$ cat src/rtl/booth_mac_arbiter_if.sv
// Request/result bundle between the PE array, the arbiter and the shared multiplier.
// The master side drives requests, the multiplier product and result back-pressure.
interface booth_mac_arbiter_if #(
  parameter int N_REQ = 4,
  parameter int ID_W  = (N_REQ > 1) ? $clog2(N_REQ) : 1
);
  logic [N_REQ-1:0]    req_valid;
  logic [N_REQ-1:0]    req_ready;
  logic [N_REQ-1:0]    req_acc;
  logic [16*N_REQ-1:0] req_a;
  logic [16*N_REQ-1:0] req_b;
  logic [15:0]         mul_a;
  logic [15:0]         mul_b;
  logic [31:0]         mul_p;
  logic                res_valid;
  logic                res_ready;
  logic [31:0]         res_data;
  logic [ID_W-1:0]     res_id;
  logic                busy;

  modport master (
    output req_valid, req_acc, req_a, req_b, mul_p, res_ready,
    input  req_ready, mul_a, mul_b, res_valid, res_data, res_id, busy
  );

  modport slave (
    input  req_valid, req_acc, req_a, req_b, mul_p, res_ready,
    output req_ready, mul_a, mul_b, res_valid, res_data, res_id, busy
  );
endinterface

$ cat src/rtl/booth_mac_arbiter.sv
// Round-robin share of one 16x16 signed multiplier with per-requester accumulators.
// Define BOOTH_MAC_ARB_SAT_EN to saturate accumulate-mode sums instead of wrapping.
module booth_mac_arbiter #(
  parameter int N_REQ = 4,
  parameter int ID_W  = (N_REQ > 1) ? $clog2(N_REQ) : 1
) (
  input  logic                clk,
  input  logic                rst,
  booth_mac_arbiter_if.slave  bus
);

  logic [ID_W-1:0] ptr_q, ptr_d;
  logic            s1_vld_q, s1_vld_d;
  logic [ID_W-1:0] s1_id_q, s1_id_d;
  logic            s1_acc_q, s1_acc_d;
  logic [15:0]     mul_a_q, mul_a_d;
  logic [15:0]     mul_b_q, mul_b_d;
  logic            res_valid_q, res_valid_d;
  logic [31:0]     res_data_q, res_data_d;
  logic [ID_W-1:0] res_id_q, res_id_d;
  logic [31:0]     acc_q [N_REQ];

  logic            s1_rdy, s2_rdy, s2_fire, xfer;
  logic            grant_vld;
  logic [ID_W-1:0] grant_idx;
  logic [31:0]     acc_sel, add_raw, acc_sum, sum;

  assign s2_rdy  = !res_valid_q || bus.res_ready;
  assign s1_rdy  = !s1_vld_q || s2_rdy;
  assign s2_fire = s1_vld_q && s2_rdy;
  assign xfer    = grant_vld && s1_rdy;

  // First valid requester at or after the pointer, wrapping modulo N_REQ.
  always_comb begin
    grant_vld = 1'b0;
    grant_idx = '0;
    for (int k = 0; k < N_REQ; k++) begin
      if (!grant_vld && bus.req_valid[(int'(ptr_q) + k) % N_REQ]) begin
        grant_vld = 1'b1;
        grant_idx = ID_W'((int'(ptr_q) + k) % N_REQ);
      end
    end
  end

  always_comb begin
    bus.req_ready = '0;
    if (grant_vld && !rst) bus.req_ready[grant_idx] = s1_rdy;
  end

  assign acc_sel = acc_q[s1_id_q];
  assign add_raw = acc_sel + bus.mul_p;

`ifdef BOOTH_MAC_ARB_SAT_EN
  logic ovf_pos, ovf_neg;
  assign ovf_pos = !acc_sel[31] && !bus.mul_p[31] && add_raw[31];
  assign ovf_neg = acc_sel[31] && bus.mul_p[31] && !add_raw[31];
  assign acc_sum = ovf_pos ? 32'h7FFF_FFFF : (ovf_neg ? 32'h8000_0000 : add_raw);
`else
  assign acc_sum = add_raw;
`endif

  assign sum = s1_acc_q ? acc_sum : bus.mul_p;

  always_comb begin
    ptr_d       = ptr_q;
    s1_vld_d    = s1_vld_q;
    s1_id_d     = s1_id_q;
    s1_acc_d    = s1_acc_q;
    mul_a_d     = mul_a_q;
    mul_b_d     = mul_b_q;
    res_valid_d = res_valid_q;
    res_data_d  = res_data_q;
    res_id_d    = res_id_q;

    if (xfer) begin
      ptr_d    = ID_W'((int'(grant_idx) + 1) % N_REQ);
      mul_a_d  = bus.req_a[int'(grant_idx)*16 +: 16];
      mul_b_d  = bus.req_b[int'(grant_idx)*16 +: 16];
      s1_id_d  = grant_idx;
      s1_acc_d = bus.req_acc[grant_idx];
      s1_vld_d = 1'b1;
    end else if (s1_rdy) begin
      s1_vld_d = 1'b0;
    end

    if (s2_fire) begin
      res_data_d  = sum;
      res_id_d    = s1_id_q;
      res_valid_d = 1'b1;
    end else if (s2_rdy) begin
      res_valid_d = 1'b0;
    end
  end

  // The accumulator is written as the item leaves stage 1, so a following
  // same-id item already sees the updated value without forwarding.
  always_ff @(posedge clk) begin
    if (rst) begin
      ptr_q       <= '0;
      s1_vld_q    <= 1'b0;
      s1_id_q     <= '0;
      s1_acc_q    <= 1'b0;
      mul_a_q     <= '0;
      mul_b_q     <= '0;
      res_valid_q <= 1'b0;
      res_data_q  <= '0;
      res_id_q    <= '0;
      for (int i = 0; i < N_REQ; i++) acc_q[i] <= '0;
    end else begin
      ptr_q       <= ptr_d;
      s1_vld_q    <= s1_vld_d;
      s1_id_q     <= s1_id_d;
      s1_acc_q    <= s1_acc_d;
      mul_a_q     <= mul_a_d;
      mul_b_q     <= mul_b_d;
      res_valid_q <= res_valid_d;
      res_data_q  <= res_data_d;
      res_id_q    <= res_id_d;
      if (s2_fire) acc_q[s1_id_q] <= sum;
    end
  end

  assign bus.mul_a     = mul_a_q;
  assign bus.mul_b     = mul_b_q;
  assign bus.res_valid = res_valid_q;
  assign bus.res_data  = res_data_q;
  assign bus.res_id    = res_id_q;
  assign bus.busy      = s1_vld_q || res_valid_q;

endmodule
$ cat src/flat_wrapper.sv
// flat-port wrapper written by rule: the top's interface ports become plain ports
module booth_mac_arbiter_flat 
#(
  parameter int N_REQ = 4,
  parameter int ID_W  = (N_REQ > 1) ? $clog2(N_REQ) : 1
)
  (clk, rst, bus_req_valid, bus_req_acc, bus_req_a, bus_req_b, bus_mul_p, bus_res_ready, bus_req_ready, bus_mul_a, bus_mul_b, bus_res_valid, bus_res_data, bus_res_id, bus_busy);
  booth_mac_arbiter_if #(.N_REQ(N_REQ), .ID_W(ID_W)) bus_i ();
  input  logic clk;
  input  logic rst;
  input wire logic [$bits(bus_i.req_valid)-1:0] bus_req_valid;
  input wire logic [$bits(bus_i.req_acc)-1:0] bus_req_acc;
  input wire logic [$bits(bus_i.req_a)-1:0] bus_req_a;
  input wire logic [$bits(bus_i.req_b)-1:0] bus_req_b;
  input wire logic [$bits(bus_i.mul_p)-1:0] bus_mul_p;
  input wire logic [$bits(bus_i.res_ready)-1:0] bus_res_ready;
  output wire logic [$bits(bus_i.req_ready)-1:0] bus_req_ready;
  output wire logic [$bits(bus_i.mul_a)-1:0] bus_mul_a;
  output wire logic [$bits(bus_i.mul_b)-1:0] bus_mul_b;
  output wire logic [$bits(bus_i.res_valid)-1:0] bus_res_valid;
  output wire logic [$bits(bus_i.res_data)-1:0] bus_res_data;
  output wire logic [$bits(bus_i.res_id)-1:0] bus_res_id;
  output wire logic [$bits(bus_i.busy)-1:0] bus_busy;
  assign bus_i.req_valid = bus_req_valid;
  assign bus_i.req_acc = bus_req_acc;
  assign bus_i.req_a = bus_req_a;
  assign bus_i.req_b = bus_req_b;
  assign bus_i.mul_p = bus_mul_p;
  assign bus_i.res_ready = bus_res_ready;
  assign bus_req_ready = bus_i.req_ready;
  assign bus_mul_a = bus_i.mul_a;
  assign bus_mul_b = bus_i.mul_b;
  assign bus_res_valid = bus_i.res_valid;
  assign bus_res_data = bus_i.res_data;
  assign bus_res_id = bus_i.res_id;
  assign bus_busy = bus_i.busy;
  booth_mac_arbiter #(.N_REQ(N_REQ), .ID_W(ID_W)) u_core (.clk(clk), .rst(rst), .bus(bus_i));
endmodule
$ cat config.mk
export PLATFORM = sky130hd
export DESIGN_NAME = booth_mac_arbiter_flat
export DESIGN_NICKNAME = d
export VERILOG_FILES = /design/src/rtl/booth_mac_arbiter_if.sv /design/src/rtl/booth_mac_arbiter.sv /design/src/flat_wrapper.sv
export SDC_FILE = /design/constraint.sdc
export NUM_CORES = 1
export LEC_CHECK = 0
export CAP_MARGIN = 30
export CORE_MARGIN = 2
export CORE_UTILIZATION = 50
export CTS_CLUSTER_DIAMETER = 30
export DETAILED_ROUTE_END_ITERATION = 12
export PLACE_DENSITY = 0.77
export SYNTH_ARGS = -nofsm -noshare
export SYNTH_HDL_FRONTEND = slang
export SYNTH_SLANG_ARGS = --single-unit
$ cat constraint.sdc
create_clock -name clk -period 10.85 [get_ports clk]
set_clock_uncertainty 0.15 [all_clocks]
set_input_delay 3.255 -clock clk [delete_from_list [all_inputs] [get_ports clk]]
set_output_delay 3.255 -clock clk [all_outputs]
set_load 0.02 [all_outputs]
==> results of run 1 <==
[Yosys cell counts, types with 7 or more instances]
library cell	number	area [um2]
nand2_1	222	833.3
o21ai_0	13	65.06
and3_1	42	262.8
nand2b_1	12	75.07
nor2_1	163	611.8
xnor2_1	14	122.6
nand3_1	9	45.04
clkbuf_1	59	221.5
buf_2	7	35.03
nor2b_1	7	43.79
nand4_1	8	50.05
a21o_1	12	90.09
ha_1	35	437.9
o211ai_1	7	52.55
mux2i_1	13	130.1
a211oi_1	13	97.59
inv_1	32	120.1
dfxtp_1	75	1501
edfxtp_1	128	3844
a311oi_1	34	297.8
a21oi_1	83	415.4
o21ai_1	9	45.04
mux4_2	32	720.7
[cells by family after synthesis]
| logic type | after synthesis |
|---|---|
| XOR/XNOR | 22 |
| AO/OA/AOI/OAI | 216 |
| AND/OR/NAND/NOR | 502 |
| multiplexers | 51 |
| buffers and inverters | 106 |
| adder cells (fa/ha/maj) | 36 |
| flip-flops | 203 |
[registers in the layout, indices dropped and copies added, names as in the netlist, named ones only]
register,flops
u_core.acc_q,128
u_core.bus.mul_a,16
u_core.bus.mul_b,16
u_core.bus.res_data,32
u_core.bus.res_id,2
u_core.bus.res_valid,1
u_core.ptr_q,2
u_core.s1_acc_q,1
u_core.s1_id_q,2
u_core.s1_vld_q,1
[per-layer routing]
metal	routed length, um	share of wire, %	global-route usage [%]	vias to the layer above
li1	-	-	-	4559
met3	2627	8.0	6.513	91
met1	12650	38	31.91	4627
met2	16430	50	49.85	405
met4	1262	3.8	12.52	2
met5	13	0.039	0	-
[final cells by class]
class | instances | area (um2)
Inverter | 33 | 123.9
Fill cell | 1679 | 6790
Tap cell | 280 | 350.3
Multi-Input combinational cell | 827 | 5301
Clock buffer | 47 | 1036
Timing Repair Buffer | 263 | 2587
Clock inverter | 22 | 219.0
Sequential cell | 203 | 5348
[placed cells by master, fill, tap and decap left out, types with 5 or more instances in the layout]
cell	instances
nand2_1	222
o21ai_0	13
ha_1	35
a21o_1	12
nand2b_1	11
clkdlybuf4s50_1	241
nor2_1	162
or2_2	5
nor2b_1	7
mux4_2	32
nor3b_1	5
mux2_2	5
clkbuf_1	5
dfxtp_1	73
and3_1	42
clkbuf_16	39
mux2i_1	13
o211ai_1	7
edfxtp_1	128
nor3_1	5
nand4_1	8
o22ai_1	5
a21oi_1	83
clkinvlp_4	6
nand3_1	9
a211oi_1	13
xnor2_1	14
buf_4	20
or3_1	5
inv_1	31
nand3b_1	5
a311oi_1	34
o21ai_1	9
xor2_1	6
[where the power goes]
| part | total [mW] | switching, mW | internal (mW) | leakage, nW |
|---|---|---|---|---|
| combinational | 0.756 | 0.429 | 0.326 | 3.44 |
| sequential | 0.931 | 0.0339 | 0.897 | 1.95 |
| clock | 1.14 | 0.386 | 0.751 | 0.598 |
| total | 2.82 | 0.850 | 1.97 | 5.99 |
[worst paths after layout]
path,endpoint,slack [ns]
min,u_core.bus.res_data[3],0.29
max reg2reg,u_core.acc_q[2][29],6.26
max,bus_req_ready[2],1.74
min reg2reg,u_core.bus.res_data[3],0.29
[critical path: cells and delay by family]
kind	cells	cell delay [ns]
adder cells (fa/ha/maj)	1	0.19
AND/OR/NAND/NOR	3	0.33
buffers and inverters	4	1.68
AO/OA/AOI/OAI	1	0.24
==> results.cfg, run 1 <==
[yosys]
synth_top_flop_cell = edfxtp_1
synth_edf_count = 128
synth_nets = 1343
synth_compound_area_share_pct = 13.50
synth_top_family_by_area = simple AND/OR/NAND/NOR gates
syn_area_um2 = 11030
yosysSeqAreaShare_pct = 48.46
synthArstFlopShare_pct = 0
synth-xor-area-share_pct = 1.883
synth-simple-area-share_pct = 19.94
synth.distinct_cells = 70
synthMuxAreaShare_pct = 8.361
postSynthAreaPerCell_um2 = 9.709
ys_ff_latch = 203
netlist_instances = 1136
synth-adder-area-share_pct = 4.152
synth_warnings = 0

[critical_path]
path_common_cell = clkdlybuf4s50_1
end_kind = output pin
crit_start = bus_req_valid[2]
worstRegToRegCells = 11
cp-start-kind = input pin
crit_fanout = 29
critical-path-max-stage-delay_ns = 0.65
critPathRequiredTime_ns = 7.45
critPathSlowestCell = clkdlybuf4s50_1
worstPathArrival_ns = 5.70
worst-setup-path-type = in -> out
path_cells = clkdlybuf4s50_1 > nand2b_1 > a21oi_1 > nor3_4 > clkinv_1 > buf_4 > ha_1 > nor3b_1 > clkdlybuf4s50_1

[sta]
fin_setup_tns_ns = 0
fmax_ghz = 0.1098
slew_headroom_pct = 37.56
hold_viol = 0
worst-slew-pin-transition_ns = 0.9366
fin_crit_ns = 9.109
final-max-slew-violation-count = 0
worst_slack_ns = 1.741
hold_slack_ns = 0.2889
setup_viol = 0
rsz0062_at_grt = false
min_period_over_period_pct = 83.96

[clock_network]
cts_resized = 0
clk_pin_slew_ns = 0.04
cts-buffers-inserted = 38
h-tree-depth = 2
tritoncts = done
cts_root_buf = clkbuf_16
cts.sinks = 203
insertion_delay_ns = 0.51
cts_buffer_depth = 3
ctsHoldBuffers = 0
cts_setup_buffers = 0

[floorplanning]
core_um2 = 21760
num_rows = 54
chipHeight_um = 152.5
start_util_pct = 50.70
io_pins = 243
die_w_um = 152.5
dieArea_um2 = 23260

[drt]
first_iter_violations = 766
detail_route.vias_per_cell = 5.781
drc = 0
wire_per_inst_um = 19.69
num_vias = 9684
drtAntennaViolNets = 0
dr.pass1.iters = 5
wl_um = 32980

[placed_design]
dpl-instance-area_um2 = 13710
gp_congestion = 0.9830
portBuffers = 242
dp_hpwl_um = 22340
dp_cells = 1606
post-place-ws_ns = 1.755

[power]
p_per_area_nw_per_um2 = 188.7
power_mw = 2.824
p_leak_nw = 5.992
peakVddDrop_mv = 0.09633

[grt]
grt_max_degree = 60
grt_pass1_wl_um = 51760
grt_antenna_before_repair = 1
groute.usage.overall_pct = 27.91
grt_pass1_vias = 9998
grt-ovfl-total = 0

[finish]
area_delta_synth_final_pct = 35.69
fin_cells = 1675
fin_area_um2 = 14970
final_util_pct = 68.79
layout.nets = 1573
antenna_cells = 0
drive_gt1_share_pct = 10.75

[outcome]
outcome = completed

[worst_hold_path]
hp-start = u_core.bus.res_data[3]
min_path_cells = 2
hold_path.class = reg -> reg

[run]
drv_cap = 0
Note: power is estimated with default switching activity, not from simulation.
==> run 2, diff against run 1 <==
==> constraint.sdc (replaced) <==
create_clock -name clk -period 9.1 [get_ports clk]
set_clock_uncertainty 0.15 [all_clocks]
set_input_delay 2.73 -clock clk [delete_from_list [all_inputs] [get_ports clk]]
set_output_delay 2.73 -clock clk [all_outputs]
set_load 0.02 [all_outputs]
==> run 2 against run 1 <==
Combinational power increased by 19%; die area unchanged; hold slack lost 0.0018 ns; first-iteration DRC count down 8.7%; setup slack worse by 0.68 ns; total power increased by 24%; global-route usage down 0.058 points; count of clock-buffer cells in the layout up 6; critical path type unchanged.
==> results.cfg, run 2 (synthesis results as in run 1) <==
[outcome]
outcome = completed

[power]
comb_power_share_pct = 25.6
p_int_mw = 2.462
p_leak_nw = 6.064
clkPwrFrac_pct = 42.9
peakVddDrop_mv = 0.1190
switching_share_pct = 29.97
switching_power_mw = 1.054
p_per_area_nw_per_um2 = 232.4
seq_power_share_pct = 31.5

[worst_hold_path]
hp-start = u_core.bus.res_data[7]
hold_path.class = reg -> reg
min_to = u_core.bus.res_data[7]
min_path_cells = 2

[clock_network]
clk_pin_slew_ns = 0.04
cts_setup_buffers = 0
cts.sinks = 203
tritoncts = done
cts_root_buf = clkbuf_16
h-tree-depth = 2
cts-buffers-inserted = 42
cts_resized = 0
cts_buffer_depth = 3
ctsHoldBuffers = 0
insertion_delay_ns = 0.52

[sta]
min_period_over_period_pct = 88.29
worst-slew-pin-transition_ns = 0.8904
setup_viol = 0
fin_setup_tns_ns = 0
hold_viol = 0
rsz0062_at_grt = false
fmax_ghz = 0.1245
final-max-slew-violation-count = 0
slew_headroom_pct = 40.64
fin_crit_ns = 8.035

[drt]
wire_per_inst_um = 19.41
num_vias = 9672
drtAntennaViolNets = 0
drc = 0
dr.pass1.iters = 5
wl_um = 32680
first_iter_violations = 699
detail_route.vias_per_cell = 5.743

[critical_path]
crit_fanout = 35
reg2reg_to = u_core.acc_q[1][29]
end_kind = output pin
worst-setup-path-type = in -> out
worstPathArrival_ns = 5.15
cp-start-kind = input pin
r2r_slack_ns = 4.65
worstRegToRegCells = 11
critPathRequiredTime_ns = 6.22

[floorplanning]
chipHeight_um = 152.5
core_um2 = 21760
num_rows = 54
start_util_pct = 50.70
dieArea_um2 = 23260
die_w_um = 152.5
io_pins = 243

[finish]
largest_register_ffs = 128
drive_gt1_share_pct = 11.18
final_common_cell = clkdlybuf4s50_1
layout.nets = 1577
antenna_cells = 0
area_delta_synth_final_pct = 37.14
final_cell_mix = 241 x clkdlybuf4s50_1, 222 x nand2_1, 162 x nor2_1, 128 x edfxtp_1, 83 x a21oi_1
top_register = u_core.acc_q
fin_cells = 1684

[grt]
grt_pass1_wl_um = 52060
grt_pass1_vias = 10030
groute.usage.overall_pct = 27.86
grt_max_degree = 62
grt_antenna_before_repair = 1
grt-ovfl-total = 0

[placed_design]
dp_cells = 1606
portBuffers = 242
dp_hpwl_um = 22450
gp_congestion = 0.9954

[run]
drv_cap = 0
[run 2: worst max-delay path, cell delays in order]
cell	delay (ns)
clkdlybuf4s50_1	0.53
nand2b_1	0.07
a21oi_1	0.26
nor3_4	0.06
clkinv_1	0.05
buf_4	0.36
ha_1	0.21
nor3b_1	0.23
clkdlybuf4s50_1	0.65
[run 2: worst max-delay path by stage]
stage	from	endpoint	slack (ns)	cells past startpoint
final	bus_req_valid[2]	bus_req_ready[2]	1.07	9
after global placement	bus_req_valid[0]	bus_req_ready[2]	1.17	9
after global routing	bus_req_valid[0]	bus_req_ready[2]	0.95	9
after detailed placement	bus_req_valid[0]	bus_req_ready[2]	1.11	9
after CTS	bus_req_valid[0]	bus_req_ready[2]	1.10	9
after floorplan	bus_req_valid[0]	bus_req_ready[2]	1.72	8
[run 2: cell type report]
cell class	count	area [um2]
clock inverter	25	281.5
sequential	203	5348
timing repair buffer	263	2587
tap	280	350.3
inverter	33	123.9
multi-input combinational	827	5301
fill	1608	6630
clock buffer	53	1134
[run 2: power by group through the flow]
| stage | clock [mW] | sequential [mW] | combinational, mW |
|---|---|---|---|
| after floorplan | 0 | 1.16 | 0.525 |
| final | 1.51 | 1.11 | 0.901 |
| after global routing | 1.57 | 1.11 | 0.980 |
| after CTS | 1.52 | 1.11 | 0.899 |
| after detailed placement | 0 | 1.12 | 0.892 |
| after global placement | 0 | 1.12 | 0.882 |
[run 2: routing by layer]
layer / GRT usage (%) / vias to the layer above / wire, um
met5: 0 / - / 0
met4: 10.32 / 0 / 965
met3: 6.542 / 81 / 2555
met2: 48.95 / 382 / 16430
met1: 33.45 / 4634 / 12730
li1: - / 4575 / -
[run 2: metrics by stage]
step / hold WS [ns] / setup WS, ns / area, um2 / util (%) / power [mW]
3_5_place_dp: 0.2824 / 1.108 / 13710 / 63.02 / 2.014
5_1_grt: 0.3031 / 0.9490 / 15130 / 69.53 / 3.662
3_3_place_gp: 0.2793 / 1.168 / 13680 / 62.89 / 2.001
6_report: 0.2871 / 1.065 / 15130 / 69.53 / 3.515
4_1_cts: 0.2899 / 1.100 / 15130 / 69.53 / 3.528
2_1_floorplan: 0.3410 / 1.721 / 11030 / - / 1.689
==> run 3, diff against run 2 <==
--- a/config.mk
+++ b/config.mk
@@ -6,6 +6,7 @@
 export NUM_CORES = 1
 export LEC_CHECK = 0
 export CAP_MARGIN = 30
+export CORE_ASPECT_RATIO = 0.9
 export CORE_MARGIN = 2
 export CORE_UTILIZATION = 50
 export CTS_CLUSTER_DIAMETER = 30
==> run 3 against run 2 <==
Die area about the same; via count is 0.13% lower; critical endpoint is now bus_req_ready[0]; largest power group unchanged; combinational power down 0.4%; largest cell class unchanged; cell count rose by 0.30%; critical path type unchanged; non-clock buffer count unchanged; hold slack improved by 0.0028 ns.
==> results.cfg, run 3 (synthesis results as in run 1) <==
[floorplanning]
dieArea_um2 = 23260
core_um2 = 21630
chipHeight_um = 144.9
io_pins = 243
start_util_pct = 50.99
die_w_um = 160.6
num_rows = 51

[critical_path]
crit_fanout = 11
end_kind = output pin
critPathSlowestCell = clkdlybuf4s50_1
critical-path-max-stage-delay_ns = 0.65
cp-start-kind = input pin
path_common_cell = clkdlybuf4s50_1
critPathRequiredTime_ns = 6.22
worstPathArrival_ns = 5.00
path_delay_family = buffers and inverters
worst-setup-path-type = in -> out
worst-path-buf-inv = 2
path_cells = clkdlybuf4s50_1 > a21oi_1 > o21a_1 > o22ai_4 > ha_1 > nor3b_1 > clkdlybuf4s50_1

[placed_design]
dp_hpwl_um = 22060
gp_congestion = 0.8988
portBuffers = 242
dp_cells = 1617
dpl-instance-area_um2 = 13720

[drt]
wire_per_inst_um = 19.12
first_iter_violations = 728
drc = 0
detail_route.vias_per_cell = 5.719
drtAntennaViolNets = 0
num_vias = 9659
wl_um = 32290
dr.pass1.iters = 6

[sta]
min_period_over_period_pct = 86.60
fin_setup_tns_ns = 0
fin_crit_ns = 7.880
hold_viol = 0
fmax_ghz = 0.1269
final-max-slew-violation-count = 0
setup_viol = 0
rsz0062_at_grt = false
slew_headroom_pct = 48.85
worst-slew-pin-transition_ns = 0.7592

[finish]
drive_gt1_share_pct = 10.74
fin_area_um2 = 14990
final_common_cell = clkdlybuf4s50_1
largest_register_ffs = 128
top_register = u_core.acc_q
fillCellCount = 1706
final_cell_mix = 241 x clkdlybuf4s50_1, 222 x nand2_1, 162 x nor2_1, 128 x edfxtp_1, 83 x a21oi_1
fin_cells = 1689
area_delta_synth_final_pct = 35.87
layout.nets = 1573

[outcome]
outcome = completed

[grt]
grt_antenna_before_repair = 2
grt_pass1_wl_um = 51310
grt_max_degree = 61
groute.usage.overall_pct = 27.90
grt_pass1_vias = 9858
grt-ovfl-total = 0

[clock_network]
tritoncts = done
ctsHoldBuffers = 0
clk_pin_slew_ns = 0.05
insertion_delay_ns = 0.52
cts_setup_buffers = 0
cts.sinks = 203
h-tree-depth = 2
cts_root_buf = clkbuf_16
cts_resized = 0
cts-buffers-inserted = 38
cts_buffer_depth = 3

[run]
drv_cap = 0

[power]
p_per_area_nw_per_um2 = 224.7
p_leak_nw = 6.014
power_mw = 3.367
peakVddDrop_mv = 0.1257

[worst_hold_path]
hold_path.class = reg -> reg
## run 3: power breakdown
group | switching [mW] | leakage [nW] | internal (mW) | total [mW]
Sequential | 0.0389 | 1.95 | 1.07 | 1.11
Combinational | 0.508 | 3.44 | 0.389 | 0.897
Clock | 0.483 | 0.619 | 0.880 | 1.36
## run 3: path summary, 6_finish.rpt
path,depth (start not counted),endpoint,slack (ns),from
worst max-delay path,7,bus_req_ready[0],1.22,bus_req_valid[0]
worst min-delay path,2,u_core.bus.res_data[12],0.29,u_core.bus.res_data[12]
worst max register to register,11,u_core.acc_q[2][31],4.63,flop
worst min register to register,2,u_core.bus.res_data[12],0.29,u_core.bus.res_data[12]
## run 3: stage by stage
step / utilization [%] / hold WS, ns / worst slack, ns
2_1_floorplan: - / 0.3410 / 1.721
3_3_place_gp: 63.35 / 0.2811 / 1.357
3_5_place_dp: 63.44 / 0.2855 / 1.248
4_1_cts: 69.25 / 0.2926 / 1.247
5_1_grt: 69.28 / 0.3113 / 1.118
6_report: 69.28 / 0.2900 / 1.220
## run 3: worst min-delay path: cells and delay by family (launching register included)
| kind | cells | cell delay (ns) |
|---|---|---|
| AND/OR/NAND/NOR | 2 | 0.09 |
| flip-flops | 1 | 0.30 |
## run 3: layout make-up
class                      count  area, um2  area share [%]
antenna                        2      5.005         0.03340
clock buffer                  49       1044           6.963
clock inverter                21      212.7           1.419
inverter                      33      123.9          0.8266
multi-input combinational    827       5301           35.38
sequential                   203       5348           35.69
tap                          291      364.1           2.430
timing repair buffer         263       2587           17.27
## run 3: metal layers
layer	part of all wire [%]	GRT usage, %	vias up
li1	-	-	4571
met1	39	33.95	4565
met2	48	46.90	434
met3	8.2	6.489	89
met4	4.2	13.24	0
met5	0	0	-
